## src/rtl/hamming_secded_cozucu.sv

```systemverilog
// Purpose    : SECDED decoder for a 39-bit Hamming codeword (32 data, 6 check, 1 overall parity),
//              correcting single-bit errors and flagging double-bit errors, with saturating counters.
// Latency    : 2 cycles from accepted codeword to veri_gecerli_o; one word per cycle sustained.
// Backpressure: single global stall (veri_gecerli_o && !veri_hazir_i) freezes both stages and
//              drops kod_hazir_o combinationally; outputs are held stable while stalled.
//
// Ports:
//   clk_i, rst_i                       clock, synchronous active-high reset
//   kod_gecerli_i / kod_hazir_o        input handshake; kod_kelimesi_i bit p = Hamming position p
//   veri_gecerli_o / veri_hazir_i      output handshake; veri_o, tek_hata_o, cift_hata_o, sendrom_o
//   sayac_temizle_i                    clears both counters (wins over a coincident increment)
//   tek_hata_sayisi_o, cift_hata_sayisi_o  saturating counts of delivered single/double error words
module hamming_secded_cozucu #(
  parameter int SAYAC_BIT = 16
) (
  input  logic                 clk_i,
  input  logic                 rst_i,
  input  logic                 kod_gecerli_i,
  output logic                 kod_hazir_o,
  input  logic [38:0]          kod_kelimesi_i,
  output logic                 veri_gecerli_o,
  input  logic                 veri_hazir_i,
  output logic [31:0]          veri_o,
  output logic                 tek_hata_o,
  output logic                 cift_hata_o,
  output logic [5:0]           sendrom_o,
  input  logic                 sayac_temizle_i,
  output logic [SAYAC_BIT-1:0] tek_hata_sayisi_o,
  output logic [SAYAC_BIT-1:0] cift_hata_sayisi_o
);

  // Pull the 32 data bits out of the non-power-of-two positions 3..38, in ascending order.
  function automatic logic [31:0] veri_cikar(input logic [38:0] kod);
    logic [31:0] v;
    int          j;
    v = '0;
    j = 0;
    for (int p = 3; p < 39; p++) begin
      if ((p & (p - 1)) != 0) begin
        v[j] = kod[p];
        j++;
      end
    end
    return v;
  endfunction

  logic        ilerle;
  logic        cikis_el;

  // Stage 1 registers
  logic        s1_vld;
  logic [38:0] s1_kod;
  logic [5:0]  s1_sen;
  logic        s1_par;

  // Stage 1 combinational syndrome / overall parity
  logic [5:0]  sen_c;
  logic        par_c;

  // Stage 2 combinational correction
  logic [38:0] duz_kod;
  logic [31:0] veri_c;
  logic        tek_c;
  logic        cift_c;

  // Whole pipeline moves together: any slot may advance as long as the output slot empties.
  assign ilerle      = !veri_gecerli_o || veri_hazir_i;
  assign kod_hazir_o = ilerle;
  assign cikis_el    = veri_gecerli_o && veri_hazir_i;

  always_comb begin
    sen_c = '0;
    for (int k = 0; k < 6; k++) begin
      for (int p = 1; p < 39; p++) begin
        if (((p >> k) & 1) == 1) begin
          sen_c[k] = sen_c[k] ^ kod_kelimesi_i[p];
        end
      end
    end
    par_c = ^kod_kelimesi_i;
  end

  always_comb begin
    duz_kod = s1_kod;
    tek_c   = 1'b0;
    cift_c  = 1'b0;
    if (s1_par) begin
      if (s1_sen == 6'd0) begin
        // Only the overall parity bit itself flipped; data is intact.
        tek_c = 1'b1;
      end else if (s1_sen <= 6'd38) begin
        tek_c           = 1'b1;
        duz_kod[s1_sen] = ~duz_kod[s1_sen];
      end else begin
        // Odd error count pointing outside the codeword: cannot be a single error.
        cift_c = 1'b1;
      end
    end else if (s1_sen != 6'd0) begin
      cift_c = 1'b1;
    end
    // On a double error duz_kod is untouched, so the raw data bits are delivered.
    veri_c = veri_cikar(duz_kod);
  end

  always_ff @(posedge clk_i) begin
    if (rst_i) begin
      s1_vld         <= 1'b0;
      s1_kod         <= '0;
      s1_sen         <= '0;
      s1_par         <= 1'b0;
      veri_gecerli_o <= 1'b0;
      veri_o         <= '0;
      tek_hata_o     <= 1'b0;
      cift_hata_o    <= 1'b0;
      sendrom_o      <= '0;
    end else if (ilerle) begin
      s1_vld <= kod_gecerli_i;
      if (kod_gecerli_i) begin
        s1_kod <= kod_kelimesi_i;
        s1_sen <= sen_c;
        s1_par <= par_c;
      end
      veri_gecerli_o <= s1_vld;
      if (s1_vld) begin
        veri_o      <= veri_c;
        tek_hata_o  <= tek_c;
        cift_hata_o <= cift_c;
        sendrom_o   <= s1_sen;
      end
    end
  end

  // Counters only see words actually taken by the consumer.
  always_ff @(posedge clk_i) begin
    if (rst_i || sayac_temizle_i) begin
      tek_hata_sayisi_o  <= '0;
      cift_hata_sayisi_o <= '0;
    end else if (cikis_el) begin
      if (tek_hata_o && (tek_hata_sayisi_o != '1)) begin
        tek_hata_sayisi_o <= tek_hata_sayisi_o + 1'b1;
      end
      if (cift_hata_o && (cift_hata_sayisi_o != '1)) begin
        cift_hata_sayisi_o <= cift_hata_sayisi_o + 1'b1;
      end
    end
  end

endmodule

```

## config.mk

```make
export PLATFORM = sky130hd
export DESIGN_NAME = hamming_secded_cozucu
export DESIGN_NICKNAME = d
export VERILOG_FILES = /design/src/rtl/hamming_secded_cozucu.sv
export SDC_FILE = /design/constraint.sdc
export NUM_CORES = 1
export LEC_CHECK = 0
export CORE_MARGIN = 10
export CORE_UTILIZATION = 45
export CTS_BUF_LIST = sky130_fd_sc_hd__clkbuf_16
export CTS_CLUSTER_SIZE = 28
export DETAILED_ROUTE_END_ITERATION = 12
export GPL_ROUTABILITY_DRIVEN = 0
export PLACE_DENSITY_LB_ADDON = 0.2
export SLEW_MARGIN = 30
export SYNTH_ARGS = -nofsm -noshare
export SYNTH_HDL_FRONTEND = slang
export SYNTH_SLANG_ARGS = --single-unit
```

## constraint.sdc

```tcl
create_clock -name clk_i -period 2.6 [get_ports clk_i]
set_input_delay 0.39 -clock clk_i [delete_from_list [all_inputs] [get_ports clk_i]]
set_output_delay 0.39 -clock clk_i [all_outputs]
set_load 0.01 [all_outputs]
```

=== Yosys cells after proc, flatten, opt, wreduce, memory -nomap -nowiden ===
Cells that the tools add are included.

* Reductions and logical operators: 14
* $lt $le $gt $ge: 3
* Bitwise operators: 91
* Muxes and demuxes: 15
* Eq/ne operators: 2
* $add $sub $neg: 2

{| class="wikitable"
|+ Operators with widths
! operator !! count
|-
| 2-to-1 mux 39 bit || 3
|-
| XOR 1 bit || 90
|-
| bitwise mux 39 bit || 1
|-
| XOR reduction 39 bit || 1
|-
| adder 16 x 1 -> 16 bit (second input constant) || 2
|-
| inequality test 16 bit (second input constant) || 2
|-
| 2-to-1 mux 1 bit || 9
|-
| AND reduction 2 bit || 4
|-
| less-than comparator 6 x 7 -> 1 bit (second input constant) || 1
|-
| binary-select mux 1 bit (select 6 bit) || 1
|-
| demux 1 bit (select 6 bit) || 1
|-
| greater-or-equal comparator 6 x 1 -> 1 bit (second input constant) || 1
|-
| less-or-equal comparator 6 bit (second input constant) || 1
|-
| logical NOT 6 bit || 1
|-
| nonzero test 6 bit || 1
|-
| logical AND 1 bit || 4
|-
| logical OR 1 bit || 2
|-
| logical NOT 1 bit || 1
|-
| NOT 1 bit || 1
|}

* Input bits: 44
* Register bits: 120
* Output and inout bits: 74
* Word-level logic and storage cells: 138

=== Depth between registers and ports, before layout ===
Gate-level depths: netlist of run 1.

* Depth in word-level cells: 18
* Depth in mapped cells: 9
* Depth with buffers taken out: 7

=== Worst setup path after synthesis of run 1 ===
Ideal clock, no wire load.

* Path type: reg2reg
* Start point: register s1_sen[1]
* End point: register veri_o[0]
* Library setup time: 121 ps
* Clock period less this slack: 2292 ps
* Stages on the path, launching flop included: 8
* Path buffers: 2
* Setup slack: 308 ps
* Required time: 2479 ps
* Arrival time: 2171 ps
* Cell sequence: dfxtp_1 > clkbuf_1 > mux4_2 > and2_0 > a221o_1 > o31ai_4 > buf_6 > o21ai_2

* Cells in the longest elaborated chain, start to end: 8
* Elaborated cells on any way between the ends: 14
* Those cells by class: 3 x order compare; 8 x mux; 1 x bitwise; 2 x reduce/logical

{| class="wikitable"
|+ RTL lines
! element !! line !! RTL
|-
| from (decl) || 53 || <nowiki>logic [5:0] s1_sen;</nowiki>
|-
| from (signal assigned) || 120 || <nowiki>s1_sen <= sen_c;</nowiki>
|-
| less-than comparator 6 x 7 -> 1 bit (not written as such) / greater-or-equal comparator 6 x 1 -> 1 bit (equally long branches) || 93 || <nowiki>duz_kod[s1_sen] = ~duz_kod[s1_sen];</nowiki>
|-
| logical AND 1 bit (not written as such) || 93 ||
|-
| 2-to-1 mux 1 bit (not written as such) || 93 ||
|-
| demux 1 bit (select 6 bit) || 93 ||
|-
| bitwise mux 39 bit || 93 ||
|-
| 2-to-1 mux 39 bit || 91 || <nowiki>end else if (s1_sen <= 6'd38) begin</nowiki>
|-
| 2-to-1 mux 39 bit (*) || 88 || <nowiki>if (s1_sen == 6'd0) begin</nowiki>
|-
| 2-to-1 mux 39 bit (*) || 87 || <nowiki>if (s1_par) begin</nowiki>
|-
| to (signal assigned) || 125 || <nowiki>veri_o <= veri_c;</nowiki>
|-
| to (decl) || 23 || <nowiki>output logic [31:0] veri_o,</nowiki>
|}

Mark *: on every way between the ends. The rest lies on a longest branch, timed or not. The select of a mux whose other input is x is not followed.
A chain may end at the register's enable or synchronous reset.

=== Worst setup path after layout of run 1 ===
* Start point: register s1_sen[0]
* End point: register veri_o[7]

Same word-level chain as after synthesis.

==> impl_results.md, run 1 <==
- Critical Path RT: 2890 ps
- Iter 0 DRT Violations: ~420
- EDFF count, synth: 0
- RR Startpoint: s1_sen[0]$_SDFFE_PP0P_
- Crit path buf inv count: 3
- Met2 usage: 33.40%
- Starting Density: between 40 and 50%
- Commonest cells after routing, fill and taps aside: nand2_1 (136), dfxtp_1 (120), clkdlybuf4s50_1 (116)
- Netlist cell types: 52
- Inst Count DP: 997
- DRC Markers: 0
- Die Y: 135.9 um
- Final period util: a little over nine tenths
- H-tree Lvls: 4
- Chip width: between 100 and 150 um
- Ratio of cells with drive above 1 in the final layout: between 10% and 20%
- Worst-Margin Slew: between 600 and 700 ps
- Crit-path leading delay family: compound AO/OA/AOI/OAI gates
- CP Depth: 9
- GRT Residual Overflow: 0
- Layout Nets: roughly 890
- Via density: between 5 and 6
- Reg-to-Reg End: veri_o[7]$_SDFFE_PP0P_
- RSZ-0062 raised after global routing: no
- R2R cell count: 9
- Multi-input gate area: 3385 um^2
- Status: finished clean
- Max incr delay on CP: slightly below 500 ps
- CP endpoint: veri_o[7]$_SDFFE_PP0P_
- Hold-fix buffers at CTS: 0
- First-pass GRT wire length: around 29000 um
- Type of the worst min-delay path: in -> reg
- Dpl hpwl: roughly 14000 um
- Layout Skew: between 8 and 9 ps
- Launch point of the worst path: s1_sen[0]$_SDFFE_PP0P_
- Commonest non-fill, non-tap cell in the layout: nand2_1
- All-layer global routing usage: about a fifth
- FF-to-FF setup slack: around 150 ps
- I/O pins: roughly 120
- Register area share after synthesis: between 30% and 40%
- Worst-path clk slew: ~50 ps
- Most common cell on crit path: buf_4
- Clock Tree Root: clkbuf_16
- Relative slew slack: between 50 and 60%
- Port Buffers: roughly 120
- Met1 track demand over resource: 22.20%
- Initial antenna violation count: 0
- Layout area overhead: 32.63%
- Final count of negative-setup-slack endpoints: 0
- CP max stage cell: dfxtp_1
- Max clock buf depth: 2
- Max-Cap Viols: 0
- Static Leak: 2.762 nW
- Syn nets: about 770
- Ys Warns: 0
- Cts repair resizes: 0
- Worst setup EP type: register
- Final Critical Period: between 2000 and 2500 ps
- Total inserted antenna cells: 0
- GRT busiest layer: met2
- Drt wl/cell: ~18 um
- Largest net degree at the start of global routing: 51
- Final WL: approximately 18000 um
- WS Path Type: reg -> reg
- Via count: about 5700
- FMAX: roughly 400 MHz
- Clock sinks: 120
- Synthesized area: 6043 um^2
- Area contributors post-synth: dfxtp_1 (40%), xnor2_1 (9.7%), nand2_1 (8.4%)
- Async S/R FF share, synth: 0%
- Met3 usage: 5.351%
- 1st-pass router iterations: 4
- Core area: ~13000 um^2
- Final Util: 60.77%
- Arrival time worst endpoint: between 2000 and 3000 ps
- Post-CTS setup buffer count: 0
- Slew Limit Fails: 0
- Total die area: around 18000 um^2
- Hold Violations, Final: 0
- Fillers: 1147
- Vias in the first global route: ~5500
- Post-Synthesis Cells: 719
- Share of the synthesized area in the top cell type: around two fifths
- Seq cells post-synth: 120
- Critical path peak fanout: 31
- Clk_lat worst skew: 410 ps
- Num rows: 42
- Antenna Nets Post-Route: 0
- Startpoint types: register
- Cells along the critical path: buf_4 -> buf_4 -> nor2_1 -> a22oi_1 -> o211ai_1 -> a221o_1 -> o31ai_4 -> buf_12 -> o21ai_2
- Synth area leader: dfxtp_1
- Setup TNS: 0 ps
- TritonCTS clock tree: built
- Avg Cell Area, Syn: around 8.4 um^2
- Peak supply drop: around 0.46 mV
- Cell Count, Final, Fillers Out: between 1000 and 1500
- Top_reg_cell synth: dfxtp_1
- Total CTS buffers: 17
- Reg area: roughly 2400 um^2
- Cell Pwr Density: 677.5 nW/um^2
[how the worst min path moves through the flow]
stage,start,cells past startpoint,endpoint,slack [ps]
2_1_floorplan,s1_kod[2]$_SDFFE_PP0P_,2,s1_kod[2]$_SDFFE_PP0P_,430
3_3_place_gp,veri_o[18]$_SDFFE_PP0P_,2,veri_o[18]$_SDFFE_PP0P_,450
3_5_place_dp,s1_kod[16]$_SDFFE_PP0P_,2,s1_kod[16]$_SDFFE_PP0P_,450
4_1_cts,rst_i,2,cift_hata_o$_SDFFE_PP0P_,340
5_1_grt,rst_i,2,cift_hata_o$_SDFFE_PP0P_,350
6_report,rst_i,2,sendrom_o[1]$_SDFFE_PP0P_,340
[registers in the layout, summed over array words and instances, names as in the netlist]
register and flops:
s1_sen 6, tek_hata_sayisi_o 16, veri_gecerli_o 1, cift_hata_sayisi_o 16, s1_vld 1, veri_o 32
cift_hata_o 1, s1_par 1, sendrom_o 6, tek_hata_o 1, s1_kod 39
[final cells by class]
cell class / instances / area share, %
tap: 176 / 2.747
timing repair buffer: 148 / 17.61
inverter: 14 / 0.6556
clock buffer: 17 / 5.308
sequential: 120 / 29.97
multi-input combinational: 539 / 42.23
clock inverter: 15 / 1.483
[per-layer routing]
metal | share of wire, % | vias up | routed length (um)
li1 | - | 2758 | -
met1 | 41 | 2701 | 7426
met2 | 49 | 231 | 8815
met3 | 7.0 | 41 | 1265
met4 | 3.0 | 0 | 533
met5 | 0 | - | 0
[cells in the mapped netlist, types with 3 or more instances]
library cell and number:
clkbuf_1 35, o21ai_0 7, a32oi_1 31, o21ai_2 30
dfxtp_1 120, nand4_1 8, a21oi_1 62, mux2i_1 14
xnor3_1 4, nor2b_1 3, nor3b_1 3, buf_6 4
mux2_2 3, buf_1 3, and3_1 7, or2_2 4
or3_1 5, a2111oi_0 4, nand2_1 136, nor2_1 50
buf_2 3, nor3_1 15, inv_1 14, xor2_1 22
and4_1 3, nor4_1 6, xnor2_1 67, nand3_1 26
[per-stage QoR]
| stage | instance area [um^2] | hold slack, ps | power [mW] | setup WS (ps) |
|---|---|---|---|---|
| 6_report | 8015 | 344.8 | 5.430 | 150.9 |
| 4_1_cts | 8015 | 336.7 | 5.449 | 170.9 |
| 3_3_place_gp | 7471 | 445.8 | 3.270 | 117.9 |
| 5_1_grt | 8015 | 350.9 | 5.666 | 17.27 |
| 3_5_place_dp | 7471 | 448.1 | 3.288 | 20.43 |
| 2_1_floorplan | 6043 | 431.0 | 2.895 | 307.6 |
[power breakdown]
part	total, mW	internal (mW)	switching [mW]
clock network	2.17	1.37	0.795
logic	1.21	0.582	0.632
registers	2.05	1.93	0.121
total	5.43	3.88	1.55
[cells by family (layout without fill, tap and decap cells)]
logic type | Yosys count | in the layout | synth area share [%]
simple gates | 273 | 273 | 19.98
buf+inv | 60 | 194 | 4.348
xor+xnor | 93 | 93 | 14.39
mux | 18 | 18 | 3.250
compound gates | 153 | 153 | 17.87
flops | 120 | 120 | 39.75
fa+ha+maj | 2 | 2 | 0.4140
Power figures use the tool's default switching activity.
==> run 2, diff against run 1 <==
- PLACE_DENSITY: default -> 0.76
- PLACE_DENSITY_LB_ADDON: 0.2 -> default
- clock period: 2.6 -> 2.9 ns (I/O delays scaled with it)
==> impl_results.md, run 2 (synthesis results as in run 1) <==
- Die Y: ~140 um
- Max clock buf depth: 2
- Drt wl/cell: approximately 17 um
- Total die area: 18460 um^2
- RR Startpoint: s1_sen[1]$_SDFFE_PP0P_
- Worst-Margin Slew: 729.5 ps
- Num rows: 42
- Ratio of cells with drive above 1 in the final layout: a little over a tenth
- Hold Violations, Final: 0
- P_int: around 3.5 mW
- FMAX: 399.4 MHz
- Via count: 5619
- Chip width: 135.9 um
- Dpl hpwl: ~13000 um
- Critical path peak fanout: 31
- Clock sinks: 120
- R2R cell count: 8
- Largest net degree at the start of global routing: 60
- NetSw: about 1.4 mW
- Worst setup EP type: register
- Post-CTS setup buffer count: 0
- Commonest non-fill, non-tap cell in the layout: nand2_1
- Final count of negative-setup-slack endpoints: 0
- RSZ-0062 raised after global routing: no
- Status: finished clean
- TritonCTS clock tree: built
- Launch point of the worst path: s1_sen[1]$_SDFFE_PP0P_
- Starting Density: about 46%
- DRC Markers: 0
- Most common cell on crit path: a221o_1
- Fillers: roughly 1200
- Layout Skew: roughly 5.4 ps
- Arrival time worst endpoint: about 2800 ps
- H-tree Lvls: 4
- Biggest registers after layout: s1_kod: 39 flops, veri_o: 32 flops
- Final WL: around 18000 um
- Antenna Nets Post-Route: 0
- I/O pins: 118
- Cts repair resizes: 0
- Largest register FFs: 39
- Combinational share of power: 21.2%
- Hold Path Sink: veri_o[18]$_SDFFE_PP0P_
- Final Util: 60.42%
- Layout Nets: 875
- Reg-to-Reg End: veri_o[4]$_SDFFE_PP0P_
- First-pass GRT wire length: ~28000 um
- Total CTS buffers: 17
- Most flops, register: s1_kod
- Layout area overhead: 31.86%
- Max-Cap Viols: 0
- Startpoint types: register
- Port Buffers: about 120
- All-layer global routing usage: 19.13%
- Initial antenna violation count: 0
- 1st-pass router iterations: 5
- Min-delay src: veri_o[18]$_SDFFE_PP0P_
- Critical Path RT: 3210 ps
- Sequential Power Share: 37.5%
- Slew Limit Fails: 0
- Sw frac: ~28%
- Static Leak: 2.722 nW
- CP max stage cell: dfxtp_1
- Total inserted antenna cells: 0
- Worst-path clk slew: about 50 ps
- Vias in the first global route: about 5400
- Via density: between 5 and 6
- WS Path Type: reg -> reg
- Clock power frac: 41.3%
- Clock Tree Root: clkbuf_16
- Cells along the critical path: buf_4 -> inv_1 -> o31ai_1 -> a221o_1 -> a221o_1 -> o31ai_4 -> buf_12 -> o21ai_2
- Final period util: about 86%
- Setup TNS: 0 ps
- Iter 0 DRT Violations: 459
- Hold-fix buffers at CTS: 0
- Cell Pwr Density: approximately 620 nW/um^2
- GRT Residual Overflow: 0
- Peak supply drop: about 0.39 mV
- Core area: about 13000 um^2
- Relative slew slack: between 50% and 60%
- Clk_lat worst skew: between 400 and 500 ps
- Max incr delay on CP: 430 ps
- Type of the worst min-delay path: reg -> reg
- Commonest cells after routing, fill and taps aside: nand2_1 (136), dfxtp_1 (120), clkdlybuf4s50_1 (116)
- Worst hold stages: 2
- FF-to-FF setup slack: just under 400 ps
- Final Critical Period: 2504 ps
run 2: worst max-delay path by stage:
stage / endpoint / slack, ps / cells past startpoint
finish: veri_o[4]$_SDFFE_PP0P_ / 400 / 8
global route: veri_o[4]$_SDFFE_PP0P_ / 290 / 8
CTS: veri_o[4]$_SDFFE_PP0P_ / 420 / 7
detailed placement: s1_par$_SDFFE_PP0P_ / 280 / 7
global placement: s1_par$_SDFFE_PP0P_ / 340 / 7
floorplan: veri_o[0]$_SDFFE_PP0P_ / 610 / 7
run 2: power by group through the flow:
stage               registers (mW)  clock network [mW]  logic (mW)
floorplan                     1.82                   0       0.779
global placement              1.88                   0        1.03
detailed placement            1.88                   0        1.04
CTS                           1.85                2.07        1.05
global route                  1.86                2.14        1.13
finish                        1.85                2.04        1.05
run 2: metrics by stage:
step	total power [mW]	area [um^2]	worst slack, ps	std cells	hold WS, ps
after floorplan	2.596	6043	607.6	719	431.0
after detailed placement	2.921	7401	282.6	986	449.2
final	4.937	7969	396.3	1018	456.5
after global routing	5.128	7969	292.4	1018	481.7
after CTS	4.960	7968	421.1	1018	456.4
after global placement	2.911	7401	335.5	986	442.4
run 2: worst max-delay path, delay by kind of cell, from the launching register on:
kind / cells / cell delay (ps)
buffers and inverters: 3 / 700
flip-flops: 1 / 430
AO/OA/AOI/OAI: 5 / 1230
run 2: area by class of cell:
cell class | instances | area (um^2) | share of cell area (%)
flip-flops and latches | 120 | 2402 | 30.15
clock buffers | 17 | 425.4 | 5.338
multi-input cells | 539 | 3386 | 42.49
inverters | 14 | 52.55 | 0.6594
repair buffers | 137 | 1341 | 16.83
well taps | 176 | 220.2 | 2.763
clock inverters | 15 | 141.4 | 1.774
run 2: layer usage:
layer,part of all wire [%],track usage [%]
met1,40,22.06
met2,49,31.78
met3,8.4,6.125
met4,2.6,8.521
met5,0,0
